## config.mk

```make
export PLATFORM = sky130hd
export DESIGN_NAME = lcd_sequencer
export DESIGN_NICKNAME = d
export VERILOG_FILES = /design/src/rtl/lcd_sequencer.sv
export SDC_FILE = /design/constraint.sdc
export NUM_CORES = 1
export LEC_CHECK = 0
export CAP_MARGIN = 30
export CELL_PAD_IN_SITES_DETAIL_PLACEMENT = 1
export CELL_PAD_IN_SITES_GLOBAL_PLACEMENT = 1
export CORE_MARGIN = 3
export CORE_UTILIZATION = 43
export DETAILED_ROUTE_END_ITERATION = 16
export PLACE_DENSITY = 0.88
export SLEW_MARGIN = 25
export SYNTH_ARGS = -nofsm -noshare
export SYNTH_HDL_FRONTEND = slang
export SYNTH_SLANG_ARGS = --single-unit
```

## constraint.sdc

```tcl
create_clock -name clk_clk -period 2.8 [get_ports clk_clk]
set_clock_uncertainty 0.1 [all_clocks]
set_input_delay 0.7 -clock clk_clk [delete_from_list [all_inputs] [get_ports clk_clk]]
set_output_delay 0.7 -clock clk_clk [all_outputs]
set_load 0.05 [all_outputs]
```

## src/rtl/lcd_sequencer.sv

```systemverilog
// rtl/lcd_sequencer.sv - HD44780 power-up init and byte-write sequencer with E strobe timing
// Optional busy-flag polling of user commands: define LCD_BUSY_POLL_EN.
module lcd_sequencer #(
  parameter int POWERUP_CYC = 750000,
  parameter int EXEC_CYC    = 2000,
  parameter int CLEAR_CYC   = 82000,
  parameter int E_SETUP_CYC = 2,
  parameter int E_HIGH_CYC  = 12,
  parameter int E_HOLD_CYC  = 2
) (
  input  logic       clk_clk,
  input  logic       reset_reset,
  input  logic       cmd_valid,
  output logic       cmd_ready,
  input  logic       cmd_rs,
  input  logic [7:0] cmd_data,
  output logic       init_done,
  output logic       busy,
  output logic       lcd_external_RS,
  output logic       lcd_external_RW,
  inout  wire  [7:0] lcd_external_data,
  output logic       lcd_external_E
);
  function automatic int max2(input int a, input int b);
    return (a > b) ? a : b;
  endfunction

  localparam int S_N  = max2(E_SETUP_CYC, 1);
  localparam int H_N  = max2(E_HIGH_CYC, 1);
  localparam int D_N  = max2(E_HOLD_CYC, 1);
  localparam int EX_N = max2(EXEC_CYC, 1);
  localparam int CL_N = max2(CLEAR_CYC, 1);
  localparam int PW_N = max2(POWERUP_CYC, 2);
  localparam int MAX_CYC = max2(max2(max2(PW_N, CL_N), max2(EX_N, S_N)), max2(H_N, D_N));
  localparam int CW = $clog2(MAX_CYC + 1);

  typedef enum logic [2:0] {PWRUP, LOAD, SETUP, E_HI, HOLD, WAIT, IDLE} state_t;

  state_t        state;
  logic [CW-1:0] cnt;
  logic [CW-1:0] wait_ld;
  logic [2:0]    idx;
  logic [7:0]    data_q;

  function automatic logic [7:0] init_byte(input logic [2:0] i);
    case (i)
      3'd3:    return 8'h0C;
      3'd4:    return 8'h01;
      3'd5:    return 8'h06;
      default: return 8'h38;
    endcase
  endfunction

  // Clear (0x01) and return-home (0x02/0x03) need the long execution wait.
  always_comb begin
    wait_ld = CW'(EX_N - 1);
    if (!lcd_external_RS && (data_q == 8'h01 || data_q == 8'h02 || data_q == 8'h03))
      wait_ld = CW'(CL_N - 1);
  end

`ifdef LCD_BUSY_POLL_EN
  logic          rw_q;
  logic          drive_q;
  logic          polling;
  logic          busy_flag;
  logic [CW-1:0] ptimer;
  assign lcd_external_RW   = rw_q;
  assign lcd_external_data = drive_q ? data_q : 8'hzz;
`else
  assign lcd_external_RW   = 1'b0;
  assign lcd_external_data = data_q;
`endif

  // PWRUP plus the one-cycle LOAD together span POWERUP_CYC cycles.
  always_ff @(posedge clk_clk or posedge reset_reset) begin
    if (reset_reset) begin
      state           <= PWRUP;
      cnt             <= CW'(PW_N - 2);
      idx             <= '0;
      data_q          <= '0;
      lcd_external_RS <= 1'b0;
      lcd_external_E  <= 1'b0;
      cmd_ready       <= 1'b0;
      init_done       <= 1'b0;
      busy            <= 1'b1;
`ifdef LCD_BUSY_POLL_EN
      rw_q            <= 1'b0;
      drive_q         <= 1'b1;
      polling         <= 1'b0;
      busy_flag       <= 1'b0;
      ptimer          <= '0;
`endif
    end else begin
      case (state)
        PWRUP: begin
          if (cnt == '0) begin
            state <= LOAD;
            cnt   <= '0;
          end else cnt <= cnt - 1'b1;
        end
        LOAD: begin
          lcd_external_RS <= 1'b0;
          data_q          <= init_byte(idx);
          state           <= SETUP;
          cnt             <= CW'(S_N - 1);
        end
        SETUP: begin
          if (cnt == '0) begin
            state          <= E_HI;
            lcd_external_E <= 1'b1;
            cnt            <= CW'(H_N - 1);
          end else cnt <= cnt - 1'b1;
        end
        E_HI: begin
          if (cnt == '0) begin
            state          <= HOLD;
            lcd_external_E <= 1'b0;
            cnt            <= CW'(D_N - 1);
`ifdef LCD_BUSY_POLL_EN
            busy_flag      <= lcd_external_data[7];
`endif
          end else cnt <= cnt - 1'b1;
        end
        HOLD: begin
          if (cnt == '0) begin
`ifdef LCD_BUSY_POLL_EN
            if (polling) begin
              if (busy_flag) begin
                state <= SETUP;
                cnt   <= CW'(S_N - 1);
              end else begin
                state     <= IDLE;
                cnt       <= '0;
                rw_q      <= 1'b0;
                drive_q   <= 1'b1;
                polling   <= 1'b0;
                cmd_ready <= 1'b1;
                busy      <= 1'b0;
              end
            end else if (init_done) begin
              state           <= SETUP;
              cnt             <= CW'(S_N - 1);
              lcd_external_RS <= 1'b0;
              rw_q            <= 1'b1;
              drive_q         <= 1'b0;
              polling         <= 1'b1;
              ptimer          <= CW'(CL_N - 1);
            end else
`endif
            begin
              state <= WAIT;
              cnt   <= wait_ld;
            end
          end else cnt <= cnt - 1'b1;
        end
        WAIT: begin
          if (cnt == '0) begin
            if (init_done || idx == 3'd5) begin
              state     <= IDLE;
              cnt       <= '0;
              cmd_ready <= 1'b1;
              busy      <= 1'b0;
              init_done <= 1'b1;
            end else begin
              idx   <= idx + 3'd1;
              state <= LOAD;
              cnt   <= '0;
            end
          end else cnt <= cnt - 1'b1;
        end
        IDLE: begin
          if (cmd_valid) begin
            lcd_external_RS <= cmd_rs;
            data_q          <= cmd_data;
            state           <= SETUP;
            cnt             <= CW'(S_N - 1);
            cmd_ready       <= 1'b0;
            busy            <= 1'b1;
          end
        end
        default: begin
          state <= PWRUP;
          cnt   <= CW'(PW_N - 2);
        end
      endcase
`ifdef LCD_BUSY_POLL_EN
      // A display that never clears its busy flag must not hang the sequencer.
      if (polling) begin
        if (ptimer == '0) begin
          state          <= IDLE;
          cnt            <= '0;
          lcd_external_E <= 1'b0;
          rw_q           <= 1'b0;
          drive_q        <= 1'b1;
          polling        <= 1'b0;
          cmd_ready      <= 1'b1;
          busy           <= 1'b0;
        end else ptimer <= ptimer - 1'b1;
      end
`endif
    end
  end

endmodule
```

==> results of run 1 <==
==> worst paths after layout <==
path | depth (start not counted) | start | endpoint | slack (ns)
setup / recovery | 5 | cnt[4]$_DFFE_PP0N_ | idx[1]$_DFFE_PP0P_ | 0.24
max in group asynchronous | 3 | reset_reset | cnt[8]$_DFFE_PP1N_ | 1.50
min in group asynchronous | 3 | reset_reset | lcd_external_data[4]$_DFFE_PP0P_ | 0.72
hold reg to reg | 2 | busy$_DFFE_PP1P_ | busy$_DFFE_PP1P_ | 0.39
setup reg to reg | 5 | cnt[4]$_DFFE_PP0N_ | idx[1]$_DFFE_PP0P_ | 0.24
hold / removal | 2 | busy$_DFFE_PP1P_ | busy$_DFFE_PP1P_ | 0.39
==> area by class of cell <==
type	instances	area share [%]
multi-input combinational	209	47.9
sequential	39	34.9
timing repair buffer	31	9.60
tap	70	3.08
clock buffer	5	2.42
inverter	10	1.32
clock inverter	3	0.705
==> cell families (layout without fill, tap and decap cells) <==
| kind of cell | after synthesis | in the layout | share of synthesized area (%) |
|---|---|---|---|
| AND/OR/NAND/NOR | 99 | 99 | 22.3 |
| AO/OA/AOI/OAI | 98 | 98 | 27.7 |
| flip-flops | 39 | 39 | 40.5 |
| buffers and inverters | 25 | 49 | 4.09 |
| adder cells (fa/ha/maj) | 6 | 6 | 3.06 |
| multiplexers | 4 | 4 | 1.89 |
| other | 1 | 1 | 0.153 |
| XOR/XNOR | 1 | 1 | 0.358 |
==> sequential cells by signal, summed over array words and instances, names as in the netlist <==
register           cells
lcd_external_RS        1
cnt                   20
busy                   1
cmd_ready              1
state                  3
lcd_external_E         1
lcd_external_data      8
idx                    3
init_done              1
==> metal layers <==
layer / GRT usage, % / vias up
li1: - / 1075
met1: 29.7 / 1112
met2: 37.0 / 67
met3: 5.59 / 16
met4: 8.78 / 0
met5: 0 / -
==> stage by stage <==
| step | util [%] | hold slack [ns] | total power (W) | cells | area [µm²] |
|---|---|---|---|---|---|
| 6_report | 53.6 | 0.395 | 0.00113 | 367 | 2840 |
| 5_1_grt | 53.6 | 0.411 | 0.00118 | 367 | 2840 |
| 4_1_cts | 53.5 | 0.400 | 0.00113 | 367 | 2840 |
| 3_5_place_dp | 51.8 | 0.387 | 0.000741 | 359 | 2750 |
| 3_3_place_gp | 51.8 | 0.374 | 0.000734 | 359 | 2750 |
| 2_1_floorplan | - | 0.369 | 0.000697 | 273 | 2450 |
==> worst register-to-register path: cells and delay by family (launching register included) <==
family / cells / cell delay [ns]
compound gates: 1 / 0.47
flops: 1 / 0.44
mux: 1 / 0.34
simple gates: 3 / 1.10
==> power groups by stage <==
| stage | registers [W] | logic, W | clock network, W |
|---|---|---|---|
| finish | 0.000641 | 0.0000892 | 0.000396 |
| detailed placement | 0.000651 | 0.0000897 | 0 |
| global placement | 0.000650 | 0.0000847 | 0 |
| global route | 0.000645 | 0.0000986 | 0.000435 |
| CTS | 0.000641 | 0.0000900 | 0.000403 |
| floorplan | 0.000642 | 0.0000552 | 0 |
==> cell usage in the layout (no fill, tap or decap), drive strengths merged, types with 4 or more instances in the layout <==
cell,Yosys,layout
dfrtp,26,26
nor2,25,25
a21oi,25,25
nand2,19,19
o21ai,18,18
clkdlybuf4s50,0,16
buf,3,15
dfstp,13,13
inv,10,10
a31oi,9,9
nand3,8,8
nor4,8,8
nor3,7,7
o31ai,7,7
o22a,7,7
nand2b,6,6
ha,6,6
clkbuf,12,5
a21o,4,4
nand4,4,4
==> results.sh, run 1 <==
export IMPL_drtAntennaViolNets=0
export IMPL_cts_tree="built"
export IMPL_hold_class="register to register"
export IMPL_max_slew_margin_pct=56.0
export IMPL_setup_ws_ns=0.243
export IMPL_die_height_um=81.5
export IMPL_p_sw_share_pct=28.1
export IMPL_die_w_um=81.5
export IMPL_avgSynthCellArea_um2=8.97
export IMPL_seq_area_frac_synth_pct=40.5
export IMPL_drive_above_1_share_pct=17.8
export IMPL_grt_pass1_wl_mm=11.7
export IMPL_p_leak_nw=1.16
export IMPL_setup_viol=0
export IMPL_p_switching_w=0.000317
export IMPL_routed_wl_mm=6.90
export IMPL_met1_length_mm=3.05
export IMPL_multiInputGateArea_um2=1360
export IMPL_tns_ns=0
export IMPL_cts_setup_buffers=0
export IMPL_initial_core_util_pct=46.2
export IMPL_wl_per_cell_um=18.8
export IMPL_die_area_um2=6640
export IMPL_grt_overflow_total=0
export IMPL_clkLatencyLatePin_ns=0.30
export IMPL_num_fill_cells=619
export IMPL_path_cells="or3_1 -> or2_4 -> or2_4 -> a2111oi_4 -> mux2_4"
export IMPL_fp_coreArea_um2=5300
export IMPL_crit_fanout=13
export IMPL_yosysTopAreaCell="dfrtp_1"
export IMPL_seqPwrFrac_pct=56.9
export IMPL_ys_flop_type="dfrtp_1"
export IMPL_fmaxAchievable_mhz=391
export IMPL_maxCapViolCount=0
export IMPL_regArea_um2=992
export IMPL_vias=2270
export IMPL_ys_warn_count=0
export IMPL_crit_family="simple AND/OR/NAND/NOR gates"
export IMPL_outcome="finished, final reports clean"
export IMPL_final_nets=314
export IMPL_io_pins=26
export IMPL_async_flop_share_pct=100
export IMPL_yosys_register_bits=39
export IMPL_p_per_area_nw_per_um2=397
export IMPL_grt_max_degree=40
export IMPL_path_class="register to register"
export IMPL_netlist_area_um2=2450
export IMPL_min_period_ns=2.56
export IMPL_drc_errors=0
export IMPL_internal_power_w=0.000810
export IMPL_top_layer_used="met4"
export IMPL_rsz0062_at_grt="false"
export IMPL_yosysMostFrequentCell="dfrtp_1"
export IMPL_grt_util_all_layers_pct=22.9
export IMPL_htree_levels=2
export IMPL_synthTopCellsByCount="dfrtp_1, a21oi_1, nor2_1"
export IMPL_syn_inst=273
export IMPL_fp_row_count=26
export IMPL_clockBufferDepth=2
export IMPL_routed_via_density=6.19
export IMPL_post_cts_resized=0
export IMPL_final_hold_viol_count=0
export IMPL_slowest_stage="a2111oi_4"
export IMPL_syn_to_final_growth_pct=15.9
export IMPL_startpoint_type="register"
export IMPL_worst_pin_slew_ns=0.655
export IMPL_required_ns=2.89
export IMPL_drt_iter0_drc=175
export IMPL_met3_length_um=371
export IMPL_cp_slowest_stage_delay_ns=0.47
export IMPL_critical_path_arrival_ns=2.65
export IMPL_irDropWorstVdd_uv=273
export IMPL_yosysTopAreaCellShare_pct=26.6
export IMPL_antenna_found_initial=0
export IMPL_synth_fp_nets=291
export IMPL_cp_common_cell="or2_4"
export IMPL_first_pass_iters=4
export IMPL_cts_sinks=39
export IMPL_port_buffers=16
export IMPL_min_period_over_period_pct=91.3
export IMPL_routabilityCongestion=0.812
export IMPL_cts_hold_buf=0
export IMPL_wl_met2_mm=3.30
export IMPL_synth_edf_count=0
export IMPL_path_clk_slew_ns=0.09
export IMPL_cts_root_buf="clkbuf_8"
export IMPL_pwr_share_comb_pct=7.9
export IMPL_synthTopCellsByArea="dfrtp_1, dfstp_2, a21oi_1, nor2_1, o21ai_0"
export IMPL_maxSlewViolCount=0
export IMPL_ys_types=60
export IMPL_cts_inserted_buffers=5
export IMPL_crit_buf_inv=0
export IMPL_hpwl_mm=4.92
export IMPL_grt_pass1_vias=2344
export IMPL_place_worst_setup_slack_ns=0.0730
export IMPL_setup_worst_path_end_class="register"
export IMPL_pwr_share_clk_pct=35.1
export IMPL_antennaDiodeCount=0
Power figures use the tool's default switching activity.
==> run 2: changes to the inputs <==
--- a/config.mk
+++ b/config.mk
@@ -8,7 +8,7 @@
 export CAP_MARGIN = 30
 export CELL_PAD_IN_SITES_DETAIL_PLACEMENT = 1
 export CELL_PAD_IN_SITES_GLOBAL_PLACEMENT = 1
-export CORE_MARGIN = 3
+export CORE_MARGIN = 4
 export CORE_UTILIZATION = 43
 export DETAILED_ROUTE_END_ITERATION = 16
 export PLACE_DENSITY = 0.88
==> run 2 against run 1 <==
Compared with the run above:
- non-clock buffer count grew 1
- power grew 16%
- combinational power is essentially flat
- maximum frequency shrank 1.5%
- clock-buffer cell count is the same
- sequential cell count is the same
- critical path type unchanged
- largest cell class unchanged
==> results.sh, run 2 (same netlist as run 1, synthesis figures left out) <==
export IMPL_final_nets=315
export IMPL_place_worst_setup_slack_ns=0.0780
export IMPL_min_period_over_period_pct=92.7
export IMPL_rsz0062_at_grt="false"
export IMPL_worst_pin_slew_ns=0.567
export IMPL_routed_via_density=6.26
export IMPL_drive_above_1_share_pct=17.8
export IMPL_die_area_um2=6970
export IMPL_die_height_um=83.5
export IMPL_whs_path_depth=2
export IMPL_crit_family="simple AND/OR/NAND/NOR gates"
export IMPL_max_slew_margin_pct=61.9
export IMPL_antennaDiodeCount=0
export IMPL_port_buffers=16
export IMPL_largest_register="cnt"
export IMPL_path_cells="or3_1 -> or2_4 -> or2_4 -> a2111oi_4 -> mux2_4"
export IMPL_required_ns=2.89
export IMPL_fmaxAchievable_mhz=385
export IMPL_place_area_um2=2750
export IMPL_cp_depth=5
export IMPL_wl_per_cell_um=20.0
export IMPL_syn_to_final_growth_pct=18.1
export IMPL_largest_reg_flops=20
export IMPL_drtAntennaViolNets=0
export IMPL_cts_hold_buf=0
export IMPL_tns_ns=0
export IMPL_irDropWorstVdd_uv=219
export IMPL_fp_coreArea_um2=5510
export IMPL_grt_overflow_total=0
export IMPL_htree_levels=2
export IMPL_path_class="register to register"
export IMPL_slowest_stage="a2111oi_4"
export IMPL_grt_util_all_layers_pct=21.9
export IMPL_final_util_pct=52.6
export IMPL_regArea_um2=992
export IMPL_fp_row_count=27
export IMPL_ff2ff_path_depth=5
export IMPL_cts_tree="built"
export IMPL_setup_viol=0
export IMPL_grt_max_degree=40
export IMPL_routabilityCongestion=0.821
export IMPL_final_common_cell="dfrtp_1"
export IMPL_mostFrequentLayoutCells="dfrtp_1, nor2_1, a21oi_1"
export IMPL_startpoint_type="register"
export IMPL_num_fill_cells=647
export IMPL_p_per_area_nw_per_um2=452
export IMPL_setup_worst_path_end_class="register"
export IMPL_vias=2318
export IMPL_cts_root_buf="clkbuf_8"
export IMPL_initial_core_util_pct=44.5
export IMPL_final_hold_viol_count=0
export IMPL_drt_iter0_drc=175
export IMPL_drc_errors=0
export IMPL_crit_fanout=13
export IMPL_cts_inserted_buffers=5
export IMPL_routed_wl_mm=7.38
export IMPL_min_period_ns=2.60
export IMPL_antenna_found_initial=0
export IMPL_post_cts_resized=0
export IMPL_grt_pass1_vias=2404
export IMPL_maxCapViolCount=0
export IMPL_clkLatencyLatePin_ns=0.30
export IMPL_path_clk_slew_ns=0.09
export IMPL_maxSlewViolCount=0
export IMPL_critical_path_arrival_ns=2.68
export IMPL_io_pins=26
export IMPL_cts_setup_buffers=0
export IMPL_multiInputGateArea_um2=1360
export IMPL_setup_ws_ns=0.204
export IMPL_clockBufferDepth=2
export IMPL_grt_pass1_wl_mm=12.4
export IMPL_p_leak_nw=1.19
export IMPL_first_pass_iters=4
export IMPL_cp_common_cell="or2_4"
export IMPL_hold_class="register to register"
export IMPL_crit_buf_inv=0
export IMPL_finalInstanceArea_um2=2890
export IMPL_die_w_um=83.5
export IMPL_hpwl_mm=5.17
export IMPL_cp_slowest_stage_delay_ns=0.49
export IMPL_outcome="finished, final reports clean"
export IMPL_cts_sinks=39
run 2: cell count changes in the layout (fill, tap and decap cells not counted):
cell and delta:
a21oi_1 +1, a21oi_2 -1, bufinv_16 +2, clkbuf_4 +1
clkinv_2 -1, clkinvlp_4 -1
run 2: layer usage:
layer	up-vias	global-route usage (%)	part of all wire (%)
met3	10	4.54	4.3
met2	60	37.4	50
li1	1076	-	-
met1	1172	28.3	45
met4	0	5.99	1.2
met5	-	0	0
run 2: layout make-up:
class,count,share of cell area [%]
clock inverter,3,2.33
multi-input combinational,209,46.9
tap,72,3.11
inverter,10,1.30
timing repair buffer,32,9.68
clock buffer,5,2.38
sequential,39,34.3
run 2: power by group:
| part | internal [W] | total (W) | switching, W | leakage (nW) |
|---|---|---|---|---|
| combinational | 0.0000428 | 0.0000889 | 0.0000461 | 0.663 |
| sequential | 0.000593 | 0.000641 | 0.0000476 | 0.458 |
| clock | 0.000356 | 0.000579 | 0.000223 | 0.0644 |
run 2: worst paths after layout:
check / startpoint / endpoint / slack, ns
max: cnt[4]$_DFFE_PP0N_ / idx[1]$_DFFE_PP0P_ / 0.20
min: busy$_DFFE_PP1P_ / busy$_DFFE_PP1P_ / 0.40
max reg2reg: cnt[4]$_DFFE_PP0N_ / idx[1]$_DFFE_PP0P_ / 0.20
min reg2reg: busy$_DFFE_PP1P_ / busy$_DFFE_PP1P_ / 0.40
max in group asynchronous: reset_reset / busy$_DFFE_PP1P_ / 1.50
min in group asynchronous: reset_reset / cnt[15]$_DFFE_PP0N_ / 0.72
run 2: worst register-to-register path, delay by kind of cell, from the launching register on:
kind,cells,cell delay (ns)
simple gates,3,1.10
compound gates,1,0.49
flops,1,0.45
mux,1,0.34
run 2: through the flow:
step / cells / hold WS (ns) / total power (W)
5_1_grt: 370 / 0.423 / 0.00135
6_report: 370 / 0.397 / 0.00131
4_1_cts: 369 / 0.398 / 0.00131
3_5_place_dp: 361 / 0.381 / 0.000741
2_1_floorplan: 273 / 0.369 / 0.000697
3_3_place_gp: 361 / 0.371 / 0.000734
==> run 3: changes to the inputs <==
--- a/config.mk
+++ b/config.mk
@@ -8,7 +8,7 @@
 export CAP_MARGIN = 30
 export CELL_PAD_IN_SITES_DETAIL_PLACEMENT = 1
 export CELL_PAD_IN_SITES_GLOBAL_PLACEMENT = 1
-export CORE_MARGIN = 4
+export CORE_MARGIN = 5
 export CORE_UTILIZATION = 43
 export DETAILED_ROUTE_END_ITERATION = 16
 export PLACE_DENSITY = 0.88
==> constraint.sdc (replaced) <==
create_clock -name clk_clk -period 2.8 [get_ports clk_clk]
set_clock_uncertainty 0.1 [all_clocks]
set_input_delay 0.28 -clock clk_clk [delete_from_list [all_inputs] [get_ports clk_clk]]
set_output_delay 0.28 -clock clk_clk [all_outputs]
set_load 0.05 [all_outputs]
==> run 3 against run 2 <==
Compared with the run above:
- setup slack better by 0.054 ns
- critical endpoint unchanged
- largest cell class unchanged
- critical path type unchanged
- sequential share of layout area up 0.24 points
- clock power down 15%
==> results.sh, run 3 (same netlist as run 1, synthesis figures left out) <==
export IMPL_outcome="finished, final reports clean"
export IMPL_hold_class="input port to register"
export IMPL_min_period_over_period_pct=90.8
export IMPL_required_ns=2.88
export IMPL_routabilityCongestion=0.840
export IMPL_r2r_end="idx[1]$_DFFE_PP0P_"
export IMPL_io_pins=26
export IMPL_drt_iter0_drc=281
export IMPL_grt_max_degree=40
export IMPL_final_util_pct=52.2
export IMPL_port_buffers=16
export IMPL_r2r_slack_ns=0.26
export IMPL_fmaxAchievable_mhz=393
export IMPL_maxCapViolCount=0
export IMPL_p_leak_nw=1.18
export IMPL_worst_pin_slew_ns=0.620
export IMPL_clkLatencyLatePin_ns=0.29
export IMPL_clockBufferDepth=2
export IMPL_antenna_found_initial=0
export IMPL_fp_row_count=27
export IMPL_drive_above_1_share_pct=17.5
export IMPL_cts_hold_buf=1
export IMPL_irDropWorstVdd_uv=262
export IMPL_largest_register="cnt"
export IMPL_tns_ns=0
export IMPL_p_total_w=0.00123
export IMPL_cts_root_buf="clkbuf_8"
export IMPL_die_height_um=85.5
export IMPL_p_per_area_nw_per_um2=427
export IMPL_antennaDiodeCount=0
export IMPL_rsz0062_at_grt="false"
export IMPL_fin_cells=369
export IMPL_dp_cells=360
export IMPL_routed_via_density=6.23
export IMPL_startpoint_type="register"
export IMPL_setup_viol=0
export IMPL_min_period_ns=2.54
export IMPL_largest_reg_flops=20
export IMPL_cp_common_cell="or2_4"
export IMPL_post_cts_resized=0
export IMPL_cp_slowest_stage_delay_ns=0.46
export IMPL_cts_sinks=39
export IMPL_rr_startpoint="cnt[4]$_DFFE_PP0N_"
export IMPL_die_area_um2=7310
export IMPL_syn_to_final_growth_pct=17.3
export IMPL_grt_overflow_total=0
export IMPL_vias=2299
export IMPL_final_hold_viol_count=0
export IMPL_wl_per_cell_um=19.7
export IMPL_whs_path_depth=2
export IMPL_hpwl_mm=5.06
export IMPL_path_clk_slew_ns=0.08
export IMPL_path_class="register to register"
export IMPL_crit_fanout=13
export IMPL_critical_path_arrival_ns=2.62
export IMPL_slowest_stage="a2111oi_4"
export IMPL_grt_pass1_wl_mm=12.4
export IMPL_drc_errors=0
export IMPL_finalInstanceArea_um2=2870
export IMPL_die_w_um=85.5
export IMPL_cts_setup_buffers=0
export IMPL_htree_levels=2
export IMPL_first_pass_iters=4
export IMPL_grt_util_all_layers_pct=21.3
export IMPL_ff2ff_path_depth=5
export IMPL_place_area_um2=2740
export IMPL_maxSlewViolCount=0
export IMPL_routed_wl_mm=7.28
export IMPL_cts_inserted_buffers=5
export IMPL_cts_tree="built"
export IMPL_hold_path_end="lcd_external_data[5]$_DFFE_PP0P_"
export IMPL_final_common_cell="dfrtp_1"
export IMPL_initial_core_util_pct=44.5
export IMPL_worstHoldStart="lcd_external_data[5]"
export IMPL_max_slew_margin_pct=58.3
export IMPL_fp_coreArea_um2=5510
export IMPL_grt_pass1_vias=2407
export IMPL_setup_worst_path_end_class="register"
export IMPL_mostFrequentLayoutCells="dfrtp_1, nor2_1, a21oi_1"
export IMPL_final_nets=314
export IMPL_path_cells="or3_1 -> or2_4 -> or2_4 -> a2111oi_4 -> mux2_4"
export IMPL_drtAntennaViolNets=0
==> run 3: critical path, delay by kind of cell, from the launching register on <==
kind               cells  cell delay [ns]
DFF                    1             0.43
muxes                  1             0.34
and+or+nand+nor        3             1.10
AOI/OAI and AO/OA      1             0.46
==> run 3: power breakdown <==
group	leakage (nW)	internal, W	switching, W
sequential	0.458	0.000593	0.0000435
combinational	0.658	0.0000437	0.0000506
clock	0.0612	0.000288	0.000206
==> run 3: layout make-up <==
| class | count | area [µm²] |
|---|---|---|
| tap | 72 | 90.1 |
| sequential | 39 | 992 |
| clock inverter | 2 | 35.0 |
| fill | 643 | 2630 |
| inverter | 10 | 37.5 |
| timing repair buffer | 31 | 275 |
| multi-input combinational | 209 | 1360 |
| clock buffer | 6 | 82.6 |
==> run 3: worst max-delay path by stage <==
stage	start	to	slack [ns]	cells past startpoint
6_report	cnt[4]$_DFFE_PP0N_	idx[1]$_DFFE_PP0P_	0.26	5
5_1_grt	cnt[4]$_DFFE_PP0N_	idx[1]$_DFFE_PP0P_	0.17	5
4_1_cts	cnt[4]$_DFFE_PP0N_	idx[1]$_DFFE_PP0P_	0.26	5
3_5_place_dp	cnt[4]$_DFFE_PP0N_	idx[1]$_DFFE_PP0P_	0.29	5
3_3_place_gp	cnt[4]$_DFFE_PP0N_	idx[1]$_DFFE_PP0P_	0.35	5
2_1_floorplan	cnt[4]$_DFFE_PP0N_	idx[1]$_DFFE_PP0P_	0.39	6
==> run 3: routing by layer <==
| layer | share of wire, % | up-vias | global-route usage [%] |
|---|---|---|---|
| li1 | - | 1072 | - |
| met1 | 43 | 1153 | 27.1 |
| met2 | 50 | 62 | 36.2 |
| met3 | 4.8 | 12 | 4.47 |
| met4 | 2.0 | 0 | 6.33 |
| met5 | 0 | - | 0 |
==> run 3: through the flow <==
| step | hold slack (ns) | setup WS (ns) |
|---|---|---|
| after floorplan | 0.297 | 0.393 |
| after global placement | 0.301 | 0.348 |
| after detailed placement | 0.307 | 0.289 |
| after CTS | 0.00413 | 0.256 |
| after global routing | 0.00350 | 0.172 |
| final | 0.00537 | 0.258 |
